$ cat src/rtl/axi_slave_xfer_tracker.sv
// Per-slave AXI transaction tracker: forwards master requests to the arbiter and turns the granted
// master's slave-side handshakes into single-cycle end strobes, with burst-length and watchdog checks.
module axi_slave_xfer_tracker #(
    parameter int LEN_W       = 4,
    parameter int TIMEOUT_CYC = 256
) (
    input  logic             ACLK,
    input  logic             ARESETn,
    input  logic             m0_ar_sel,
    input  logic             m1_ar_sel,
    input  logic             m1_aw_sel,
    input  logic             m2_ar_sel,
    input  logic             m2_aw_sel,
    input  logic             grant_m0,
    input  logic             grant_m1,
    input  logic             grant_m2,
    input  logic             grant_RW_m1,
    input  logic             grant_RW_m2,
    input  logic             s_arvalid,
    input  logic             s_arready,
    input  logic [LEN_W-1:0] s_arlen,
    input  logic             s_rvalid,
    input  logic             s_rready,
    input  logic             s_rlast,
    input  logic             s_awvalid,
    input  logic             s_awready,
    input  logic [LEN_W-1:0] s_awlen,
    input  logic             s_wvalid,
    input  logic             s_wready,
    input  logic             s_wlast,
    input  logic             s_bvalid,
    input  logic             s_bready,
    input  logic             err_clr,
    output logic             req_m0,
    output logic             req_m1,
    output logic             req_m2,
    output logic             req_RW_m1,
    output logic             req_RW_m2,
    output logic             end_m0,
    output logic             end_m1_R,
    output logic             end_m1_W,
    output logic             end_m2_R,
    output logic             end_m2_W,
    output logic             len_err,
    output logic             timeout_err
);

    localparam int WD_W = (TIMEOUT_CYC > 2) ? $clog2(TIMEOUT_CYC) : 1;
    localparam logic [WD_W-1:0] WD_LAST = WD_W'((TIMEOUT_CYC == 0) ? 0 : TIMEOUT_CYC - 1);

    typedef enum logic [1:0] {IDLE, RDATA, WDATA, WRESP} state_t;
    typedef enum logic [1:0] {OWN_M0, OWN_M1, OWN_M2} owner_t;

    state_t            state_q, state_d;
    owner_t            owner_q, owner_d;
    logic [LEN_W-1:0]  cnt_q, cnt_d;
    logic [WD_W-1:0]   wd_q, wd_d;
    logic              len_err_q, len_err_d;
    logic              timeout_err_q, timeout_err_d;

    logic ar_hs, r_hs, aw_hs, w_hs, b_hs, hs_any;
    logic wd_fire, end_rd, end_wr, len_set, to_set;

    assign req_m0    = m0_ar_sel;
    assign req_m1    = m1_ar_sel | m1_aw_sel;
    assign req_RW_m1 = m1_ar_sel;
    assign req_m2    = m2_ar_sel | m2_aw_sel;
    assign req_RW_m2 = m2_ar_sel;

    assign ar_hs  = s_arvalid & s_arready;
    assign r_hs   = s_rvalid & s_rready;
    assign aw_hs  = s_awvalid & s_awready;
    assign w_hs   = s_wvalid & s_wready;
    assign b_hs   = s_bvalid & s_bready;
    assign hs_any = r_hs | w_hs | b_hs;

    // Fires on the TIMEOUT_CYC-th consecutive cycle without data/response progress.
    assign wd_fire = (TIMEOUT_CYC != 0) && (state_q != IDLE) && !hs_any && (wd_q == WD_LAST);

    always_comb begin
        state_d = state_q;
        owner_d = owner_q;
        cnt_d   = cnt_q;
        wd_d    = wd_q;
        end_rd  = 1'b0;
        end_wr  = 1'b0;
        len_set = 1'b0;
        to_set  = 1'b0;
        case (state_q)
            IDLE: begin
                if (ar_hs && grant_m0) begin
                    owner_d = OWN_M0; cnt_d = s_arlen; state_d = RDATA;
                end else if (ar_hs && grant_m1 && grant_RW_m1) begin
                    owner_d = OWN_M1; cnt_d = s_arlen; state_d = RDATA;
                end else if (ar_hs && grant_m2 && grant_RW_m2) begin
                    owner_d = OWN_M2; cnt_d = s_arlen; state_d = RDATA;
                end else if (aw_hs && grant_m1 && !grant_RW_m1) begin
                    owner_d = OWN_M1; cnt_d = s_awlen; state_d = WDATA;
                end else if (aw_hs && grant_m2 && !grant_RW_m2) begin
                    owner_d = OWN_M2; cnt_d = s_awlen; state_d = WDATA;
                end
            end
            RDATA: begin
                if (aw_hs || w_hs) len_set = 1'b1;
                if (r_hs) begin
                    if (s_rlast != (cnt_q == '0)) len_set = 1'b1;
                    if (cnt_q == '0) begin
                        end_rd  = 1'b1;
                        state_d = IDLE;
                    end else begin
                        cnt_d = cnt_q - 1'b1;
                    end
                end else if (wd_fire) begin
                    end_rd = 1'b1; to_set = 1'b1; state_d = IDLE;
                end
            end
            WDATA: begin
                if (ar_hs) len_set = 1'b1;
                if (w_hs) begin
                    if (s_wlast != (cnt_q == '0)) len_set = 1'b1;
                    if (cnt_q == '0) state_d = WRESP;
                    else             cnt_d = cnt_q - 1'b1;
                end else if (wd_fire) begin
                    end_wr = 1'b1; to_set = 1'b1; state_d = IDLE;
                end
            end
            WRESP: begin
                if (ar_hs) len_set = 1'b1;
                if (b_hs) begin
                    end_wr = 1'b1; state_d = IDLE;
                end else if (wd_fire) begin
                    end_wr = 1'b1; to_set = 1'b1; state_d = IDLE;
                end
            end
            default: state_d = IDLE;
        endcase

        if (state_q != IDLE) wd_d = hs_any ? '0 : wd_q + WD_W'(1);
        if (state_d != state_q) wd_d = '0;

        len_err_d     = len_set | (len_err_q & ~err_clr);
        timeout_err_d = to_set  | (timeout_err_q & ~err_clr);
    end

    always_ff @(posedge ACLK or negedge ARESETn) begin
        if (!ARESETn) begin
            state_q       <= IDLE;
            owner_q       <= OWN_M0;
            cnt_q         <= '0;
            wd_q          <= '0;
            len_err_q     <= 1'b0;
            timeout_err_q <= 1'b0;
        end else begin
            state_q       <= state_d;
            owner_q       <= owner_d;
            cnt_q         <= cnt_d;
            wd_q          <= wd_d;
            len_err_q     <= len_err_d;
            timeout_err_q <= timeout_err_d;
        end
    end

    // M0 only ever owns reads, so it has no write strobe.
    assign end_m0      = end_rd & (owner_q == OWN_M0);
    assign end_m1_R    = end_rd & (owner_q == OWN_M1);
    assign end_m2_R    = end_rd & (owner_q == OWN_M2);
    assign end_m1_W    = end_wr & (owner_q == OWN_M1);
    assign end_m2_W    = end_wr & (owner_q == OWN_M2);
    assign len_err     = len_err_q;
    assign timeout_err = timeout_err_q;

endmodule

$ cat config.mk
export PLATFORM = sky130hd
export DESIGN_NAME = axi_slave_xfer_tracker
export DESIGN_NICKNAME = d
export VERILOG_FILES = /design/src/rtl/axi_slave_xfer_tracker.sv
export SDC_FILE = /design/constraint.sdc
export NUM_CORES = 1
export LEC_CHECK = 0
export CORE_MARGIN = 5
export CORE_UTILIZATION = 34
export DETAILED_ROUTE_END_ITERATION = 16
export HOLD_SLACK_MARGIN = 0.02
export REMOVE_ABC_BUFFERS = 1
export SETUP_SLACK_MARGIN = 0.2
export SKIP_LAST_GASP = 1
export SYNTH_ARGS = -nofsm -noshare
export SYNTH_HDL_FRONTEND = slang
export SYNTH_SLANG_ARGS = --single-unit
export TNS_END_PERCENT = 100
$ cat constraint.sdc
create_clock -name ACLK -period 2.8 [get_ports ACLK]
set_clock_uncertainty 0.2 [all_clocks]
set_input_delay 0.56 -clock ACLK [delete_from_list [all_inputs] [get_ports ACLK]]
set_output_delay 0.56 -clock ACLK [all_outputs]
set_load 0.05 [all_outputs]
==> results of run 1 <==
## worst max-delay path, stage by stage, from the launching register on
cell,delay (ps)
dfrtp_1,400
inv_2,90
ha_4,130
or3b_4,410
nor2_4,120
o21ai_2,90
nor3_1,140
buf_4,140
buf_12,120
## through the flow
step	hold slack, ps	area, µm²	setup TNS [ps]
final	327	2370	0
after detailed placement	313	2160	-307
after global placement	309	2160	-67.0
after global routing	366	2370	0
after floorplan	64.4	1470	-1610
after CTS	330	2320	0
## layer usage
| layer | share of wire (%) | vias up | track usage [%] |
|---|---|---|---|
| met4 | 0.44 | 0 | 2.45 |
| met5 | 0 | - | 0 |
| met3 | 5.8 | 2 | 3.51 |
| met2 | 49 | 38 | 25.0 |
| met1 | 44 | 779 | 19.3 |
| li1 | - | 817 | - |
## flip-flops by register name, indices dropped and copies added, names as in the netlist
signal and cells:
wd_q 8, cnt_q 4, timeout_err 1, len_err 1, owner_q 2, state_q 2
## final timing paths
check | start | endpoint | slack (ps) | cells past startpoint
max in group asynchronous | ARESETn | cnt_q[0]$_DFFE_PN0P_ | 1750 | 2
hold / removal | owner_q[0]$_DFFE_PN0P_ | owner_q[0]$_DFFE_PN0P_ | 330 | 2
hold reg to reg | owner_q[0]$_DFFE_PN0P_ | owner_q[0]$_DFFE_PN0P_ | 330 | 2
min in group asynchronous | ARESETn | wd_q[7]$_DFFE_PN0P_ | 430 | 2
setup / recovery | cnt_q[1]$_DFFE_PN0P_ | end_m0 | 130 | 8
setup reg to reg | cnt_q[1]$_DFFE_PN0P_ | wd_q[6]$_DFFE_PN0P_ | 400 | 9
## cells by family (layout without fill, tap and decap cells)
logic type | count (synthesis) | after routing | share of synthesized area [%]
XOR/XNOR | 3 | 3 | 1.73
AO/OA/AOI/OAI | 61 | 61 | 31.1
flip-flops | 18 | 18 | 29.6
AND/OR/NAND/NOR | 70 | 70 | 26.0
adder cells (fa/ha/maj) | 6 | 6 | 4.93
buffers and inverters | 17 | 87 | 5.42
multiplexers | 2 | 2 | 1.31
## Yosys cell counts, drive strengths merged (4+ instances only)
master,count
a21oi,9
ha,6
buf,4
inv,9
and3,4
o21ai,16
nand2b,4
dfrtp,18
nor2,13
nand3,8
clkbuf,4
nand2,12
nor4,6
nor3,5
a22o,5
## what timing repair did
| item | 4_1_cts | 5_1_grt |
|---|---|---|
| endpoints found under the setup margin | 5 | 12 |
| endpoints found under the hold margin | 0 | 0 |
| pin swaps | 10 | 5 |
| buffers inserted | 8 | 2 |
| gates resized for setup | 23 | 7 |
## final cells by class
cell class              instances  share of cell area (%)
repair buffers                 74                    29.3
multi-input cells             142                    45.2
flip-flops and latches         18                    19.0
inverters                       9                    1.43
clock buffers                   4                    2.32
well taps                      52                    2.75
## power by group
| part | internal (µW) | total [µW] | switching [µW] |
|---|---|---|---|
| registers | 328 | 388 | 59.8 |
| logic | 598 | 1280 | 679 |
| clock network | 125 | 222 | 96.7 |
| total | 1050 | 1890 | 836 |
==> results.yml, run 1 <==
outcome:
  status: "complete, no violations"
detailed_routing:
  wl_per_cell_um: 14.6
  post_drt_via_cell_ratio: 5.47
  drt_pass1_iterations: 4
  drt_iter0_markers: 84
  ant_nets: 0
  drt_wl_total_um: 4360
  vias: 1636
  drt_drc_violations_left: 0
clock_network:
  ctsLongestPathBuffers: 2
  htreeDepth: 1
  hold_buffers: 0
  clk_pin_slew_ps: 80
  cts_tree: "built"
  clock-sinks: 18
  worstSkewPairLatency_ps: 260
  cts_made_buffers: 3
  cts.root.buffer_cell: "clkbuf_8"
logic_synthesis:
  async_flop_share_pct: 100
  ys_seq_area_share_pct: 29.6
  netlist_top_cells_area: "dfrtp_1 30%, ha_1 4.9%, o21ai_0 4.9%, nor2_1 3.2%, a21oi_1 3.0%"
  synthCells: 177
  ys.flop_type: "dfrtp_1"
  synth-edff-count: 0
  synth_area_mm2: 0.00152
  yosysUniqueCellTypes: 56
  synth_top_cell_area_share_pct: 29.6
  synth_warnings: 0
  avgSynthCellArea_um2: 8.60
  synth_top_cell_by_area: "dfrtp_1"
  synth-seq-cells: 18
final_layout:
  multi_input_area_mm2: 0.00107
  most-common-layout-cells: "36 x buf_4, 27 x clkdlybuf4s50_1, 18 x dfrtp_1, 14 x o21ai_0, 12 x nand2_1"
  antenna_cells: 0
  fill_cells: 432
  synthToLayoutAreaGrowth_pct: 55.5
  drive_above_1_share_pct: 31.6
  regArea_um2: 450
  final_cells: 299
  layout.cells.most_common: "buf_4"
  final_core_util_pct: 54.4
  fin_nets: 287
worst_setup_path:
  crit_required_ps: 2040
  worstSetupPathType: "reg2out"
  startpoint_type: "register"
  crit_path_end_kind: "primary output"
  cp.arrival_ps: 1910
  path_max_fanout: 3
floorplanning:
  die_w_um: 76.9
  ios: 45
  dieArea_mm2: 0.00592
  start_util_pct: 35.0
  core_mm2: 0.00435
  die_h_um: 76.9
  rows: 24
global_routing:
  grt_max_degree: 24
  grt_pass1_wl_um: 7400
  overflow: 0
  antenna_found_initial: 0
  first_global_vias: 1619
  track_usage_pct: 14.8
sta:
  slew_viol_final: 0
  tightest_slew_ps: 501
  layout_setup_ws_ps: 129
  period_needed_ps: 2670
  grt_setup_unrepaired: "yes"
  relSlewSlack_pct: 66.5
  timing.fmax_mhz: 374
  hold_viol_final: 0
  finalCritPeriodShare_pct: 95.4
  finalSetupViolCount: 0
power_and_ir_drop:
  max-vdd-ir-drop_v: 0.000491
  power_per_cell_area_mw_per_mm2: 797
  p_total_uw: 1890
  p_leak_uw: 0.000975
place:
  gp_congestion: 0.790
  port_buffers: 42
  place_ws_ps: -100
  dp_hpwl_um: 3230
  placedCellCount: 285
hold_path:
  hp-class: "reg2reg"
flow_run:
  drv_cap: 0
Note: power is estimated with default switching activity, not from simulation.
==> run 2, diff against run 1 <==
==> constraint.sdc (replaced) <==
create_clock -name ACLK -period 2.75 [get_ports ACLK]
set_clock_uncertainty 0.2 [all_clocks]
set_input_delay 0.55 -clock ACLK [delete_from_list [all_inputs] [get_ports ACLK]]
set_output_delay 0.55 -clock ACLK [all_outputs]
set_load 0.05 [all_outputs]
==> run 2 against run 1 <==
  * Non-clock buffer count up 1
  * Sequential power about the same
  * Global-route usage up 0.15 points
  * Critical path depth down 1
  * Worst setup slack worse by 51 ps
  * Combinational power about the same
  * Routed wire length about the same
==> results.yml, run 2 (synthesis gave the netlist of run 1 again) <==
detailed_routing:
  drt_pass1_iterations: 4
  ant_nets: 0
  vias: 1650
  wl_per_cell_um: 14.5
  post_drt_via_cell_ratio: 5.50
  drt_drc_violations_left: 0
  drt_wl_total_um: 4360
  drt_iter0_markers: 116
place:
  place_ws_ps: -122
  port_buffers: 42
  placedCellCount: 288
  gp_congestion: 0.801
  place_area_mm2: 0.00219
  dp_hpwl_um: 3320
worst_setup_path:
  crit_required_ps: 2000
  cp.arrival_ps: 1920
  path_max_fanout: 4
  worstSetupPathType: "reg2out"
  startpoint_type: "register"
  crit_path_end_kind: "primary output"
final_layout:
  antenna_cells: 0
  layout.cells.most_common: "buf_4"
  largest_register: "wd_q"
  most-common-layout-cells: "36 x buf_4, 27 x clkdlybuf4s50_1, 18 x dfrtp_1, 14 x o21ai_0, 12 x nand2_1"
  largest_reg_flops: 8
  synthToLayoutAreaGrowth_pct: 55.5
  stdcell_area_mm2: 0.00237
  largestRegisters: "wd_q x8, cnt_q x4"
  drive_above_1_share_pct: 31.5
  final_cells: 300
  fin_nets: 288
  fill_cells: 420
  final_core_util_pct: 54.4
sta:
  finalCritPeriodShare_pct: 97.2
  tightest_slew_ps: 502
  period_needed_ps: 2670
  hold_viol_final: 0
  relSlewSlack_pct: 66.4
  grt_setup_unrepaired: "yes"
  finalSetupViolCount: 0
  layout_setup_ws_ps: 77.4
  timing.fmax_mhz: 374
  slew_viol_final: 0
clock_network:
  cts_tree: "built"
  clock-sinks: 18
  cts.root.buffer_cell: "clkbuf_8"
  ctsLongestPathBuffers: 2
  cts_made_buffers: 3
  htreeDepth: 1
  worstSkewPairLatency_ps: 260
  clk_pin_slew_ps: 80
power_and_ir_drop:
  max-vdd-ir-drop_v: 0.000490
  power_per_cell_area_mw_per_mm2: 804
  intPower_uw: 1060
  p_leak_uw: 0.000980
  pwr-share-clk_pct: 11.8
  comb_power_share_pct: 67.8
  netSwitchingPower_uw: 843
  switching_share_pct: 44.3
  seq_power_share_pct: 20.5
flow_run:
  drv_cap: 0
global_routing:
  track_usage_pct: 14.9
  grt_max_degree: 19
  grt_pass1_wl_um: 7440
  overflow: 0
  first_global_vias: 1583
  antenna_found_initial: 0
outcome:
  status: "complete, no violations"
floorplanning:
  ios: 45
  die_w_um: 76.9
  start_util_pct: 35.0
  core_mm2: 0.00435
  rows: 24
  dieArea_mm2: 0.00592
  die_h_um: 76.9
hold_path:
  hp-class: "reg2reg"
==> run 2: cell count changes in the layout (fill, tap and decap cells not counted) <==
cell,previous run,this run
a21oi_1,7,5
nor3b_2,0,1
inv_1,5,7
nor3b_4,1,0
ha_1,3,4
a21oi_2,2,4
ha_4,1,0
inv_2,4,2
buf_6,0,1
==> run 2: timing repair <==
action / 4_1_cts / 5_1_grt
pin swaps: 8 / 3
endpoints found under the setup margin: 12 / 13
hold buffers: 0 / 0
gates resized for setup: 21 / 7
setup buffers: 6 / 2
==> run 2: worst paths after layout <==
path | start | endpoint | slack (ps) | depth (start not counted)
max in group asynchronous | ARESETn | cnt_q[1]$_DFFE_PN0P_ | 1720 | 2
min in group asynchronous | ARESETn | wd_q[7]$_DFFE_PN0P_ | 430 | 2
max | wd_q[0]$_DFFE_PN0P_ | end_m1_W | 80 | 7
min | owner_q[1]$_DFFE_PN0P_ | owner_q[1]$_DFFE_PN0P_ | 320 | 1
min reg2reg | owner_q[1]$_DFFE_PN0P_ | owner_q[1]$_DFFE_PN0P_ | 320 | 1
max reg2reg | wd_q[0]$_DFFE_PN0P_ | wd_q[2]$_DFFE_PN0P_ | 340 | 8
==> run 2: final cells by class <==
class,instances,area (µm²),area share [%]
tap,52,65.1,2.75
timing repair buffer,75,704,29.7
clock buffer,4,55.1,2.32
sequential,18,450,19.0
inverter,9,33.8,1.43
multi-input combinational,142,1060,44.7
==> run 2: layer usage <==
layer  vias to the layer above  track usage (%)  routed length, µm  share of wire [%]
met5                         -                0                  0                  0
met2                        34             23.5               2060                 47
li1                        820                -                  -                  -
met4                         0             4.02                 53                1.2
met1                       790             20.8               2050                 47
met3                         6             2.69                194                4.4
==> run 2: power by group through the flow <==
stage | combinational [µW] | sequential (µW) | clock (µW)
2_1_floorplan | 696 | 419 | 0
3_3_place_gp | 1140 | 400 | 0
3_5_place_dp | 1150 | 402 | 0
4_1_cts | 1240 | 387 | 231
5_1_grt | 1410 | 400 | 245
6_report | 1290 | 390 | 224
==> run 2: worst max-delay path, stage by stage (launching register included) <==
cell and delay [ps]:
dfrtp_1 420, ha_2 190, and3_4 180, and4b_2 250
a21o_1 170, a32oi_2 220, nor2_2 80, buf_12 150
==> run 2: per-stage QoR <==
stage	hold WS, ps	total power (µW)	TNS, ps
after floorplan	54.4	1120	-1810
after CTS	329	1850	0
after global placement	306	1540	-312
after global routing	349	2060	0
after detailed placement	314	1550	-828
final	322	1900	0
